**config.mk**
```make
export PLATFORM = sky130hd
export DESIGN_NAME = ifu_prefetch
export DESIGN_NICKNAME = d
export VERILOG_FILES = /design/src/rtl/ifu_prefetch.sv
export SDC_FILE = /design/constraint.sdc
export NUM_CORES = 1
export LEC_CHECK = 0
export BUFFER_PORTS_ARGS = -buffer_cell sky130_fd_sc_hd__buf_2
export CAP_MARGIN = 15
export CELL_PAD_IN_SITES_DETAIL_PLACEMENT = 0
export CELL_PAD_IN_SITES_GLOBAL_PLACEMENT = 2
export CORE_MARGIN = 4
export CORE_UTILIZATION = 45
export DETAILED_ROUTE_END_ITERATION = 8
export HOLD_SLACK_MARGIN = 0.12
export PLACE_DENSITY = 0.94
export SETUP_SLACK_MARGIN = 0.02
export SLEW_MARGIN = 20
export SYNTH_ARGS = -nofsm -noshare
export SYNTH_HDL_FRONTEND = slang
export SYNTH_SLANG_ARGS = --single-unit
```
**constraint.sdc**
```tcl
create_clock -name clk_i -period 5.3 [get_ports clk_i]
set_input_delay 0.795 -clock clk_i [delete_from_list [all_inputs] [get_ports clk_i]]
set_output_delay 0.795 -clock clk_i [all_outputs]
set_load 0.05 [all_outputs]
```
**src/rtl/ifu_prefetch.sv**
```systemverilog
// Instruction prefetch unit: issues sequential AXI-lite reads under a buffer credit,
// queues returned instructions in order and hands them to decode; redirects flush and drop stale responses.
module ifu_prefetch #(
  parameter int unsigned    PC_W     = 32,
  parameter int unsigned    INST_W   = 32,
  parameter int unsigned    DEPTH    = 4,
  parameter int unsigned    MAX_OUT  = 2,
  parameter logic [PC_W-1:0] RESET_PC = PC_W'(32'h8000_0000)
) (
  input  logic              clk_i,
  input  logic              rst_i,
  input  logic              redirect_valid_i,
  input  logic [PC_W-1:0]   redirect_pc_i,
  output logic              f_valid_o,
  input  logic              D_ready_i,
  output logic [PC_W-1:0]   pc_o,
  output logic [INST_W-1:0] inst_o,
  output logic              fault_o,
  output logic              mst_ar_valid_o,
  output logic [PC_W-1:0]   mst_ar_addr_o,
  input  logic              mst_ar_ready_i,
  input  logic              mst_r_valid_i,
  input  logic [INST_W-1:0] mst_r_data_i,
  input  logic [1:0]        mst_r_resp_i,
  output logic              mst_r_ready_o
);

  localparam int unsigned PTR_W = (DEPTH > 1) ? $clog2(DEPTH) : 1;
  localparam int unsigned CNT_W = PTR_W + 1;
  localparam int unsigned SUM_W = CNT_W + 1;

  logic [PC_W-1:0]   buf_pc    [DEPTH];
  logic [INST_W-1:0] buf_inst  [DEPTH];
  logic              buf_fault [DEPTH];

  logic [PTR_W-1:0] head;
  logic [PTR_W-1:0] tail;
  logic [CNT_W-1:0] count;
  logic [CNT_W-1:0] inflight;
  logic [CNT_W-1:0] drop_cnt;
  logic [PC_W-1:0]  fetch_pc;
  logic [PC_W-1:0]  resp_pc;
  logic             halted;
  logic             ar_valid;
  logic [PC_W-1:0]  ar_addr;
  logic             r_ready;

  logic r_hs;
  logic enq;
  logic deq;
  logic launch;
  logic ar_hs;
  logic r_fault;

  // Handshakes and the launch credit check; buffer space is reserved at launch time.
  always_comb begin
    r_hs    = mst_r_valid_i & r_ready;
    enq     = r_hs & (drop_cnt == '0);
    deq     = (count != '0) & D_ready_i;
    ar_hs   = ar_valid & mst_ar_ready_i;
    r_fault = (mst_r_resp_i != 2'b00);
    launch  = !ar_valid
            && (inflight < CNT_W'(MAX_OUT))
            && ((SUM_W'(inflight) + SUM_W'(count)) < SUM_W'(DEPTH))
            && !halted
            && !redirect_valid_i;
  end

  // Control state.
  always_ff @(posedge clk_i) begin
    if (rst_i) begin
      head     <= '0;
      tail     <= '0;
      count    <= '0;
      inflight <= '0;
      drop_cnt <= '0;
      fetch_pc <= RESET_PC;
      resp_pc  <= RESET_PC;
      halted   <= 1'b0;
      ar_valid <= 1'b0;
      ar_addr  <= '0;
      r_ready  <= 1'b0;
    end else begin
      r_ready  <= 1'b1;
      inflight <= inflight + CNT_W'(launch) - CNT_W'(r_hs);

      // The AR channel holds its request until accepted, even across a redirect.
      if (ar_hs) begin
        ar_valid <= 1'b0;
      end
      if (launch) begin
        ar_valid <= 1'b1;
        ar_addr  <= fetch_pc;
        fetch_pc <= fetch_pc + PC_W'(4);
      end

      if (redirect_valid_i) begin
        head     <= '0;
        tail     <= '0;
        count    <= '0;
        drop_cnt <= inflight - CNT_W'(r_hs);
        fetch_pc <= redirect_pc_i;
        resp_pc  <= redirect_pc_i;
        halted   <= 1'b0;
      end else begin
        if (enq) begin
          tail    <= tail + PTR_W'(1);
          resp_pc <= resp_pc + PC_W'(4);
          if (r_fault) begin
            halted <= 1'b1;
          end
        end else if (r_hs) begin
          drop_cnt <= drop_cnt - CNT_W'(1);
        end
        if (deq) begin
          head <= head + PTR_W'(1);
        end
        count <= count + CNT_W'(enq) - CNT_W'(deq);
      end
    end
  end

  // Buffer storage carries no reset; the head is gated by count.
  always_ff @(posedge clk_i) begin
    if (!rst_i && enq && !redirect_valid_i) begin
      buf_pc[tail]    <= resp_pc;
      buf_inst[tail]  <= mst_r_data_i;
      buf_fault[tail] <= r_fault;
    end
  end

  assign f_valid_o      = (count != '0);
  assign pc_o           = f_valid_o ? buf_pc[head]    : '0;
  assign inst_o         = f_valid_o ? buf_inst[head]  : '0;
  assign fault_o        = f_valid_o ? buf_fault[head] : 1'b0;
  assign mst_ar_valid_o = ar_valid;
  assign mst_ar_addr_o  = ar_addr;
  assign mst_r_ready_o  = r_ready;

endmodule

```
==> impl_metrics.json, run 1 <==
{
  "wl_per_cell_um": 19.0,
  "die_w_um": 191,
  "std_cell_rows": 66,
  "finalHoldWorstSlack_ns": 0.453,
  "post_cts_resize_count": 0,
  "period_share_pct": 68.5,
  "clock_tree_from_tritoncts": "yes",
  "floorplan.io_pins": 172,
  "setup-violations-final": 0,
  "nNetsFinal": 1285,
  "ant_nets": 0,
  "antenna_found_initial": 0,
  "firstDrtPassIters": 5,
  "wl_um": 31600,
  "avg_vias_per_cell": 5.21,
  "async_reset_ff_share_pct": 0,
  "tightestPinTransition_ns": 0.976,
  "yosysSeqAreaShare_pct": 66.7,
  "worstReg2RegEnd": "buf_pc[1][30]",
  "areaGrowthSynthToFinish_pct": 15.8,
  "path_clk_slew_ns": 0.06,
  "clock-root-buffer": "sky130_fd_sc_hd__clkbuf_16",
  "post-route-min-period_ns": 3.63,
  "r2r.worst_path.cells": 6,
  "layout.cells.most_common": "sky130_fd_sc_hd__edfxtp_1",
  "synth-main-ff-cell": "sky130_fd_sc_hd__edfxtp_1",
  "maximum_fanout_count_along_the_critical_path": 46,
  "grt_use_total_pct": 17.3,
  "maxSlewViolCount": 0,
  "post-route-drc-count": 0,
  "cts_setup_buffers": 0,
  "start_kind": "register",
  "grt_first_pass_wirelength_um": 49600,
  "core-area_mm2": 0.0329,
  "diodes": 0,
  "maxClockFrequency_mhz": 276,
  "timing.clock.skew_ns": 0.0122,
  "totalNegativeSetupSlack_ns": 0,
  "leakagePower_uw": 0.00604,
  "dp.final_hpwl_um": 20100,
  "final_cell_mix": "260 x sky130_fd_sc_hd__edfxtp_1, 171 x sky130_fd_sc_hd__buf_2, 112 x sky130_fd_sc_hd__dfxtp_1, 98 x sky130_fd_sc_hd__nand2_1, 71 x sky130_fd_sc_hd__and2_1",
  "drv.max_cap_violation_count": 0,
  "post_synth_num_cell_types": 45,
  "layout-drive-gt1-share_pct": 25.4,
  "synth_top_area_share_pct": 51.6,
  "initial_utilization_pct": 46.0,
  "ff2ff_setup_slack_ns": 2.23,
  "worst_skew_pair.late_latency_ns": 0.53,
  "rr_startpoint": "drop_cnt[0]",
  "avgSynthCellArea_um2": 14.7,
  "grt.overflow.total": 0,
  "status": "complete, no violations",
  "worstSetupEndpoint": "pc_o[0]",
  "cellPowerDensity_mw_per_mm2": 374,
  "timing_worst_setup_path_type": "reg2out",
  "cts.path.max_buffers": 3,
  "cts_buffers": 37,
  "synthDominantAreaCellType": "sky130_fd_sc_hd__edfxtp_1",
  "dr_iter_0_viols": 597,
  "layout.core_utilization_pct": 53.3,
  "timing.hold.worst.class": "reg2reg",
  "slew-limit-headroom_pct": 34.9,
  "vdd_ir_drop_max_v": 0.000262,
  "place.gp.congestion": 0.774,
  "synth_nets": 1120,
  "routed-via-count": 8645,
  "yosys_warn_count": 0,
  "synth-seq-cells": 374,
  "synthesized_instance_count": 1029,
  "htree_depth": 2,
  "grt_pass1_vias": 8786,
  "rsz0062_at_grt": "no",
  "worstPathRequired_ns": 4.51,
  "synthesis.area_mm2": 0.0151,
  "synth-edff-count": 260,
  "dieArea_mm2": 0.0366,
  "synth.area.top_cells": "sky130_fd_sc_hd__edfxtp_1 52%, sky130_fd_sc_hd__dfxtp_1 15%, sky130_fd_sc_hd__mux4_2 9.7%, sky130_fd_sc_hd__and2_1 3.1%, sky130_fd_sc_hd__xnor2_1 3.0%",
  "cp.arrival_ns": 2.83,
  "grt_max_degree": 94,
  "die_h_um": 191,
  "hold_buffers": 0,
  "number_of_i_o_port_buffers": 171,
  "report.power.total_uw": 6560,
  "clock_sinks": 374,
  "timing.critical_path.to_type": "output pin",
  "timing_hold_violations_final": 0
}
==> metal layers <==
metal / vias to the layer above / track usage [%] / part of all wire (%)
met1: 4187 / 26.4 / 47
met2: 265 / 25.6 / 44
li1: 4164 / - / -
met5: - / 0 / 0
met3: 29 / 3.98 / 6.9
met4: 0 / 3.31 / 1.3
==> report_power, final <==
group / switching, uW / internal [uW]
combinational: 565 / 249
clock: 1060 / 1360
sequential: 99.8 / 3220
total: 1720 / 4830
==> registers in the layout, indices dropped and copies added (netlist names), 2 cells and up, named ones only <==
register	cells
buf_inst	128
buf_pc	128
fetch_pc	32
mst_ar_addr_o	32
resp_pc	32
buf_fault	4
count	3
drop_cnt	3
inflight	3
head	2
tail	2
==> critical path, cell delays in order (launching register included) <==
cell	delay, ns
sky130_fd_sc_hd__dfxtp_4	0.94
sky130_fd_sc_hd__buf_4	0.38
sky130_fd_sc_hd__mux4_2	0.55
sky130_fd_sc_hd__and2_1	0.19
sky130_fd_sc_hd__buf_2	0.21
==> per-stage QoR <==
step / setup slack, ns / instances / area [um^2]
after global routing: 1.39 / 1660 / 17500
after floorplan: 1.75 / 1029 / 15100
after global placement: 1.97 / 1597 / 16400
after detailed placement: 1.85 / 1597 / 16400
after CTS: 1.55 / 1660 / 17500
final: 1.67 / 1660 / 17500
==> cell type report <==
class,instances,area (um^2)
clock buffer,43,970
clock inverter,20,140
fill,2758,15300
inverter,25,93.8
multi-input combinational,576,4740
sequential,374,10100
tap,442,553
timing repair buffer,180,923
==> cells by family (layout without fill, tap and decap cells) <==
kind of cell    count (synthesis)  in the layout  share of synthesized area, %
flops                         374            374                          66.7
mux                            68             68                          9.87
buf+inv                        79            268                          2.07
fa+ha+maj                      19             19                          1.67
simple gates                  290            290                          10.2
compound gates                137            137                          5.97
xor+xnor                       62             62                          3.59
==> cells in the mapped netlist, types with 2 or more instances <==
library cell                 n
sky130_fd_sc_hd__dfxtp_1   114
sky130_fd_sc_hd__o21a_1     26
sky130_fd_sc_hd__nor3_1     14
sky130_fd_sc_hd__clkbuf_1   41
sky130_fd_sc_hd__a21oi_1    48
sky130_fd_sc_hd__nor2_1     23
sky130_fd_sc_hd__a211oi_1    5
sky130_fd_sc_hd__xor2_1     11
sky130_fd_sc_hd__nand2_1    98
sky130_fd_sc_hd__buf_2       4
sky130_fd_sc_hd__mux2i_1     3
sky130_fd_sc_hd__fa_1        2
sky130_fd_sc_hd__or3_1       3
sky130_fd_sc_hd__buf_1       7
sky130_fd_sc_hd__nand2b_1    2
sky130_fd_sc_hd__a21boi_0   47
sky130_fd_sc_hd__xnor2_1    51
sky130_fd_sc_hd__ha_1       17
sky130_fd_sc_hd__mux4_2     65
sky130_fd_sc_hd__nor4_1     20
sky130_fd_sc_hd__edfxtp_1  260
sky130_fd_sc_hd__nand4_1    15
sky130_fd_sc_hd__clkinv_1    2
sky130_fd_sc_hd__o22ai_1     2
sky130_fd_sc_hd__o21ai_0     4
sky130_fd_sc_hd__and3_1      6
sky130_fd_sc_hd__and2_1     75
sky130_fd_sc_hd__and4_1      8
sky130_fd_sc_hd__nor2b_1     2
sky130_fd_sc_hd__nand3_1    17
sky130_fd_sc_hd__inv_1      23
==> worst min path at each step <==
stage	start	endpoint	slack [ns]	cells after the start
CTS	mst_ar_addr_o[24]	mst_ar_addr_o[24]	0.46	2
global placement	mst_ar_addr_o[8]	mst_ar_addr_o[8]	0.44	2
global route	mst_r_data_i[25]	buf_inst[3][25]	0.46	1
detailed placement	mst_ar_addr_o[28]	mst_ar_addr_o[28]	0.45	2
finish	mst_ar_addr_o[24]	mst_ar_addr_o[24]	0.45	2
floorplan	fetch_pc[0]	mst_ar_addr_o[0]	0.43	2
Note: power is estimated with default switching activity, not from simulation.
==> inputs of run 2 (changes only) <==
- CORE_UTILIZATION: 45 -> 42
- PLACE_DENSITY: 0.94 -> 0.89
- clock period: 5.3 -> 3.5 ns (I/O delays scaled with it)
==> run 2 against run 1 <==
  * Critical endpoint is now inst_o[20]
  * Sequential power up 51%
  * Critical path depth unchanged
  * Utilization down 3.2 points
==> impl_metrics.json, run 2 (synthesis gave the netlist of run 1 again) <==
{
  "wl_um": 32400,
  "rr_startpoint": "inflight[1]",
  "setup-violations-final": 0,
  "ant_nets": 0,
  "timing.clock.skew_ns": 0.0184,
  "grt_util_met1_pct": 24.3,
  "cts.path.max_buffers": 3,
  "rsz0062_at_grt": "no",
  "wl_per_cell_um": 19.1,
  "avg_vias_per_cell": 5.15,
  "vdd_ir_drop_max_v": 0.000367,
  "htree_depth": 2,
  "nNetsFinal": 1295,
  "timing_worst_setup_path_type": "reg2out",
  "floorplan.io_pins": 172,
  "final_cell_mix": "260 x sky130_fd_sc_hd__edfxtp_1, 171 x sky130_fd_sc_hd__buf_2, 112 x sky130_fd_sc_hd__dfxtp_1, 98 x sky130_fd_sc_hd__nand2_1, 71 x sky130_fd_sc_hd__and2_1",
  "timing.hold.worst.class": "in2reg",
  "clock_sinks": 374,
  "clock-root-buffer": "sky130_fd_sc_hd__clkbuf_16",
  "post-route-min-period_ns": 3.03,
  "dp.final_hpwl_um": 20700,
  "hold_path_startpoint": "mst_r_data_i[8]",
  "period_share_pct": 86.7,
  "firstDrtPassIters": 4,
  "start_kind": "register",
  "dieArea_mm2": 0.0391,
  "timing_hold_violations_final": 0,
  "finalHoldWorstSlack_ns": 0.210,
  "grt_pass1_vias": 9052,
  "area_of_all_sequential_standard_cells_mm2": 0.0101,
  "maxSlewViolCount": 0,
  "largestRegisters": "buf_inst x128, buf_pc x128",
  "initial_utilization_pct": 42.5,
  "cp.arrival_ns": 2.51,
  "die_w_um": 198,
  "global_route.usage.met2_pct": 26.4,
  "maxClockFrequency_mhz": 330,
  "grt_first_pass_wirelength_um": 51600,
  "grt_max_degree": 94,
  "status": "complete, no violations",
  "cts_setup_buffers": 0,
  "leakagePower_uw": 0.00616,
  "number_of_i_o_port_buffers": 171,
  "antenna_found_initial": 0,
  "grt.overflow.total": 0,
  "clock_tree_from_tritoncts": "yes",
  "post-route-drc-count": 0,
  "grt_use_total_pct": 16.6,
  "place.gp.congestion": 0.753,
  "core-area_mm2": 0.0356,
  "die_h_um": 198,
  "drv.max_cap_violation_count": 0,
  "cts_buffers": 38,
  "met3_usage_pct": 2.71,
  "top_usage_layer": "met2",
  "post-place-ws_ns": 0.860,
  "layout.cells.most_common": "sky130_fd_sc_hd__edfxtp_1",
  "worst_skew_pair.late_latency_ns": 0.53,
  "path_clk_slew_ns": 0.06,
  "final_ws_setup_ns": 0.465,
  "dr_iter_0_viols": 503,
  "areaGrowthSynthToFinish_pct": 17.8,
  "totalNegativeSetupSlack_ns": 0,
  "slew-limit-headroom_pct": 41.6,
  "num-fill-cells": 3068,
  "area_taken_by_multi_input_logic_gates_mm2": 0.00474,
  "diodes": 0,
  "layout-drive-gt1-share_pct": 26.2,
  "routed-via-count": 8720,
  "post_cts_resize_count": 0,
  "std_cell_rows": 69,
  "worstPathRequired_ns": 2.97,
  "cellPowerDensity_mw_per_mm2": 577,
  "timing.critical_path.to_type": "output pin",
  "hold_buffers": 0,
  "tightestPinTransition_ns": 0.876,
  "maximum_fanout_count_along_the_critical_path": 27
}
-- run 2: cell count changes in the layout (fill, tap and decap cells not counted), moves of 2 or more --
cell / delta
sky130_fd_sc_hd__buf_12: +6
sky130_fd_sc_hd__clkbuf_1: +4
sky130_fd_sc_hd__clkinv_1: -4
sky130_fd_sc_hd__buf_4: +3
sky130_fd_sc_hd__bufinv_16: +3
sky130_fd_sc_hd__clkinvlp_2: -3
sky130_fd_sc_hd__clkbuf_8: +2
sky130_fd_sc_hd__clkinv_2: -2
sky130_fd_sc_hd__clkinvlp_4: +2
-- run 2: final cells by class --
class / instances / area share, %
flip-flops and latches: 374 / 56.6
multi-input cells: 576 / 26.6
repair buffers: 189 / 5.98
clock buffers: 50 / 5.82
well taps: 461 / 3.24
clock inverters: 17 / 1.18
inverters: 25 / 0.527
-- run 2: per-layer routing --
metal | up-vias | share of wire [%]
met5 | - | 0
met4 | 0 | 2.0
met3 | 45 | 6.2
met2 | 241 | 46
met1 | 4250 | 46
li1 | 4184 | -
-- run 2: through the flow --
stage          utilization (%)  cell area, um^2  total power, uW  instances
5_1_grt                   50.1            17800            10700       1692
4_1_cts                   50.1            17800            10400       1692
3_5_place_dp              46.6            16600             6390       1625
3_3_place_gp              46.6            16600             6370       1625
6_report                  50.1            17800            10300       1692
2_1_floorplan                -            15100             6000       1029
-- run 2: final timing paths --
kind                                     endpoint  slack, ns  cells past startpoint
worst max-delay path                   inst_o[20]       0.47                      4
worst min-delay path               buf_inst[1][8]       0.21                      1
worst max register to register        inflight[2]       0.81                     12
worst min register to register  mst_ar_addr_o[29]       0.45                      2
-- run 2: where the power goes --
group | total (uW) | internal [uW] | switching, uW
Combinational | 1250 | 386 | 868
Sequential | 5020 | 4880 | 147
Clock | 4010 | 2390 | 1610
-- run 2: critical path: stages, from the launching register on --
cell,delay (ns)
sky130_fd_sc_hd__dfxtp_2,0.71
sky130_fd_sc_hd__buf_4,0.47
sky130_fd_sc_hd__mux4_2,0.37
sky130_fd_sc_hd__and2_1,0.19
sky130_fd_sc_hd__buf_2,0.21
==> inputs of run 3 (changes only) <==
- BUFFER_PORTS_ARGS: -buffer_cell sky130_fd_sc_hd__buf_2 -> not set
- CORE_UTILIZATION: 42 -> 45
- DONT_BUFFER_PORTS: not set -> 1
- PLACE_DENSITY: 0.89 -> 0.88
- clock period: 3.5 -> 3.08 ns (I/O delays scaled with it)
==> run 3 against run 2 <==
  * Die area down 6.4%
  * Sequential power up 17%
  * Utilization up 2.6 points
  * Sequential share of layout area up 1.7 points
  * Sequential cell count unchanged
  * Final cell count down 8.5%
  * Clock power up 6.7%
  * Clock skew down 0.0064 ns
  * Cell area down 2.9%
  * Setup slack worse by 0.18 ns
  * Register-to-register slack worse by 0.36 ns
  * Non-clock buffer count down 125
==> impl_metrics.json, run 3 (synthesis gave the netlist of run 1 again) <==
{
  "tightestPinTransition_ns": 0.882,
  "leakagePower_uw": 0.00551,
  "avg_vias_per_cell": 5.39,
  "crit_path_cell_trace": "buf_4, mux4_2, and2_1",
  "timing_worst_setup_path_type": "reg2out",
  "dieArea_mm2": 0.0366,
  "post_cts_resize_count": 0,
  "worst_skew_pair.late_latency_ns": 0.52,
  "post-route-min-period_ns": 2.80,
  "maxClockFrequency_mhz": 357,
  "timing.hold.worst.class": "in2reg",
  "period_share_pct": 90.8,
  "layout.cells.most_common": "sky130_fd_sc_hd__edfxtp_1",
  "clock_sinks": 374,
  "grt_use_total_pct": 17.3,
  "totalNegativeSetupSlack_ns": 0,
  "grt_max_degree": 94,
  "layout-drive-gt1-share_pct": 14.3,
  "slew-limit-headroom_pct": 41.2,
  "largestRegisters": "buf_inst x128, buf_pc x128",
  "ant_nets": 0,
  "core-area_mm2": 0.0329,
  "critical_path_max_stage_delay_ns": 0.56,
  "initial_utilization_pct": 46.0,
  "areaGrowthSynthToFinish_pct": 14.4,
  "number_of_i_o_port_buffers": 0,
  "top_usage_layer": "met2",
  "die_w_um": 191,
  "final_ws_setup_ns": 0.283,
  "global_route.usage.met2_pct": 26.8,
  "firstDrtPassIters": 5,
  "clock_tree_from_tritoncts": "yes",
  "worstPathRequired_ns": 2.62,
  "cts.path.max_buffers": 3,
  "post-place-ws_ns": 0.482,
  "wl_per_cell_um": 20.5,
  "dr_iter_0_viols": 471,
  "cts_buffers": 39,
  "place.gp.congestion": 0.779,
  "rsz0062_at_grt": "no",
  "timing.clock.skew_ns": 0.0119,
  "grt_pass1_vias": 8467,
  "cts_setup_buffers": 0,
  "clock-root-buffer": "sky130_fd_sc_hd__clkbuf_16",
  "status": "complete, no violations",
  "antenna_found_initial": 0,
  "timing_hold_violations_final": 0,
  "grt.overflow.total": 0,
  "start_kind": "register",
  "grt_util_met1_pct": 25.0,
  "setup-violations-final": 0,
  "cp.arrival_ns": 2.34,
  "floorplan.io_pins": 172,
  "timing.critical_path.to_type": "output pin",
  "die_h_um": 191,
  "wl_um": 31800,
  "met3_usage_pct": 3.96,
  "critPathTopFamily": "multiplexers",
  "std_cell_rows": 66,
  "maximum_fanout_count_along_the_critical_path": 16,
  "cellPowerDensity_mw_per_mm2": 653,
  "maxSlewViolCount": 0,
  "nNetsFinal": 1171,
  "diodes": 0,
  "dp.final_hpwl_um": 21000,
  "routed-via-count": 8342,
  "slowest_stage": "sky130_fd_sc_hd__mux4_2",
  "grt_first_pass_wirelength_um": 49500,
  "hold_buffers": 36,
  "final_cell_mix": "260 x sky130_fd_sc_hd__edfxtp_1, 112 x sky130_fd_sc_hd__dfxtp_1, 98 x sky130_fd_sc_hd__nand2_1, 71 x sky130_fd_sc_hd__and2_1, 65 x sky130_fd_sc_hd__mux4_2",
  "path_clk_slew_ns": 0.06,
  "post-route-drc-count": 0,
  "htree_depth": 2,
  "vdd_ir_drop_max_v": 0.000399,
  "critPathBufInv": 1,
  "drv.max_cap_violation_count": 0
}
[run 3: changes by cell type in the layout (fill, tap and decap cells not counted), sizes merged]
| cell | change |
|---|---|
| dlygate4sd3 | +35 |
| clkbuf | -1 |
| inv | +1 |
| bufinv | -3 |
| clkinv | +5 |
| clkinvlp | -1 |
| buf | -160 |
[run 3: metrics by stage]
step / util [%] / hold WS [ns] / total power [uW] / std cells / cell area, um^2
finish: 52.7 / 0.140 / 11300 / 1549 / 17300
detailed placement: 48.0 / 0.446 / 7070 / 1445 / 15800
global route: 52.7 / 0.135 / 11800 / 1549 / 17300
global placement: 48.0 / 0.444 / 7050 / 1445 / 15800
floorplan: - / 0.432 / 6820 / 1029 / 15100
CTS: 52.7 / 0.122 / 11400 / 1549 / 17300
[run 3: final timing paths]
check | startpoint | cells past startpoint | slack, ns | endpoint
setup reg to reg | inflight[1] | 12 | 0.45 | inflight[2]
hold reg to reg | fetch_pc[1] | 2 | 0.46 | mst_ar_addr_o[1]
setup / recovery | register | 3 | 0.28 | inst_o[26]
hold / removal | redirect_valid_i | 2 | 0.14 | fetch_pc[28]
[run 3: layout make-up]
cell class              instances  area, um^2
fillers                      2745       15600
flip-flops and latches        374       10100
clock buffers                  49        1030
inverters                      25        93.8
repair buffers                 64         668
multi-input cells             576        4740
clock inverters                19         129
well taps                     442         553
[run 3: layer usage]
metal  vias up  share of wire [%]
met5         -                  0
met4         0                2.0
met3        43                7.0
met2       221                 45
met1      4138                 46
li1       3940                  -
[run 3: power by group]
part           internal (uW)  leakage (uW)  switching [uW]
registers               5540       0.00330             324
clock network           2460      0.000565            1820
logic                    366       0.00165             783
total                   8370       0.00551            2930
[run 3: worst register-to-register path, stage by stage (launching register included)]
cell and delay [ns]:
sky130_fd_sc_hd__dfxtp_1 0.32, sky130_fd_sc_hd__inv_1 0.12, sky130_fd_sc_hd__ha_1 0.15, sky130_fd_sc_hd__nor4b_2 0.34, sky130_fd_sc_hd__nand3_1 0.26, sky130_fd_sc_hd__nor2_2 0.16, sky130_fd_sc_hd__clkinv_1 0.10, sky130_fd_sc_hd__ha_1 0.28
sky130_fd_sc_hd__inv_1 0.04, sky130_fd_sc_hd__ha_1 0.18, sky130_fd_sc_hd__fa_1 0.38, sky130_fd_sc_hd__xor2_1 0.16, sky130_fd_sc_hd__nor2_1 0.05
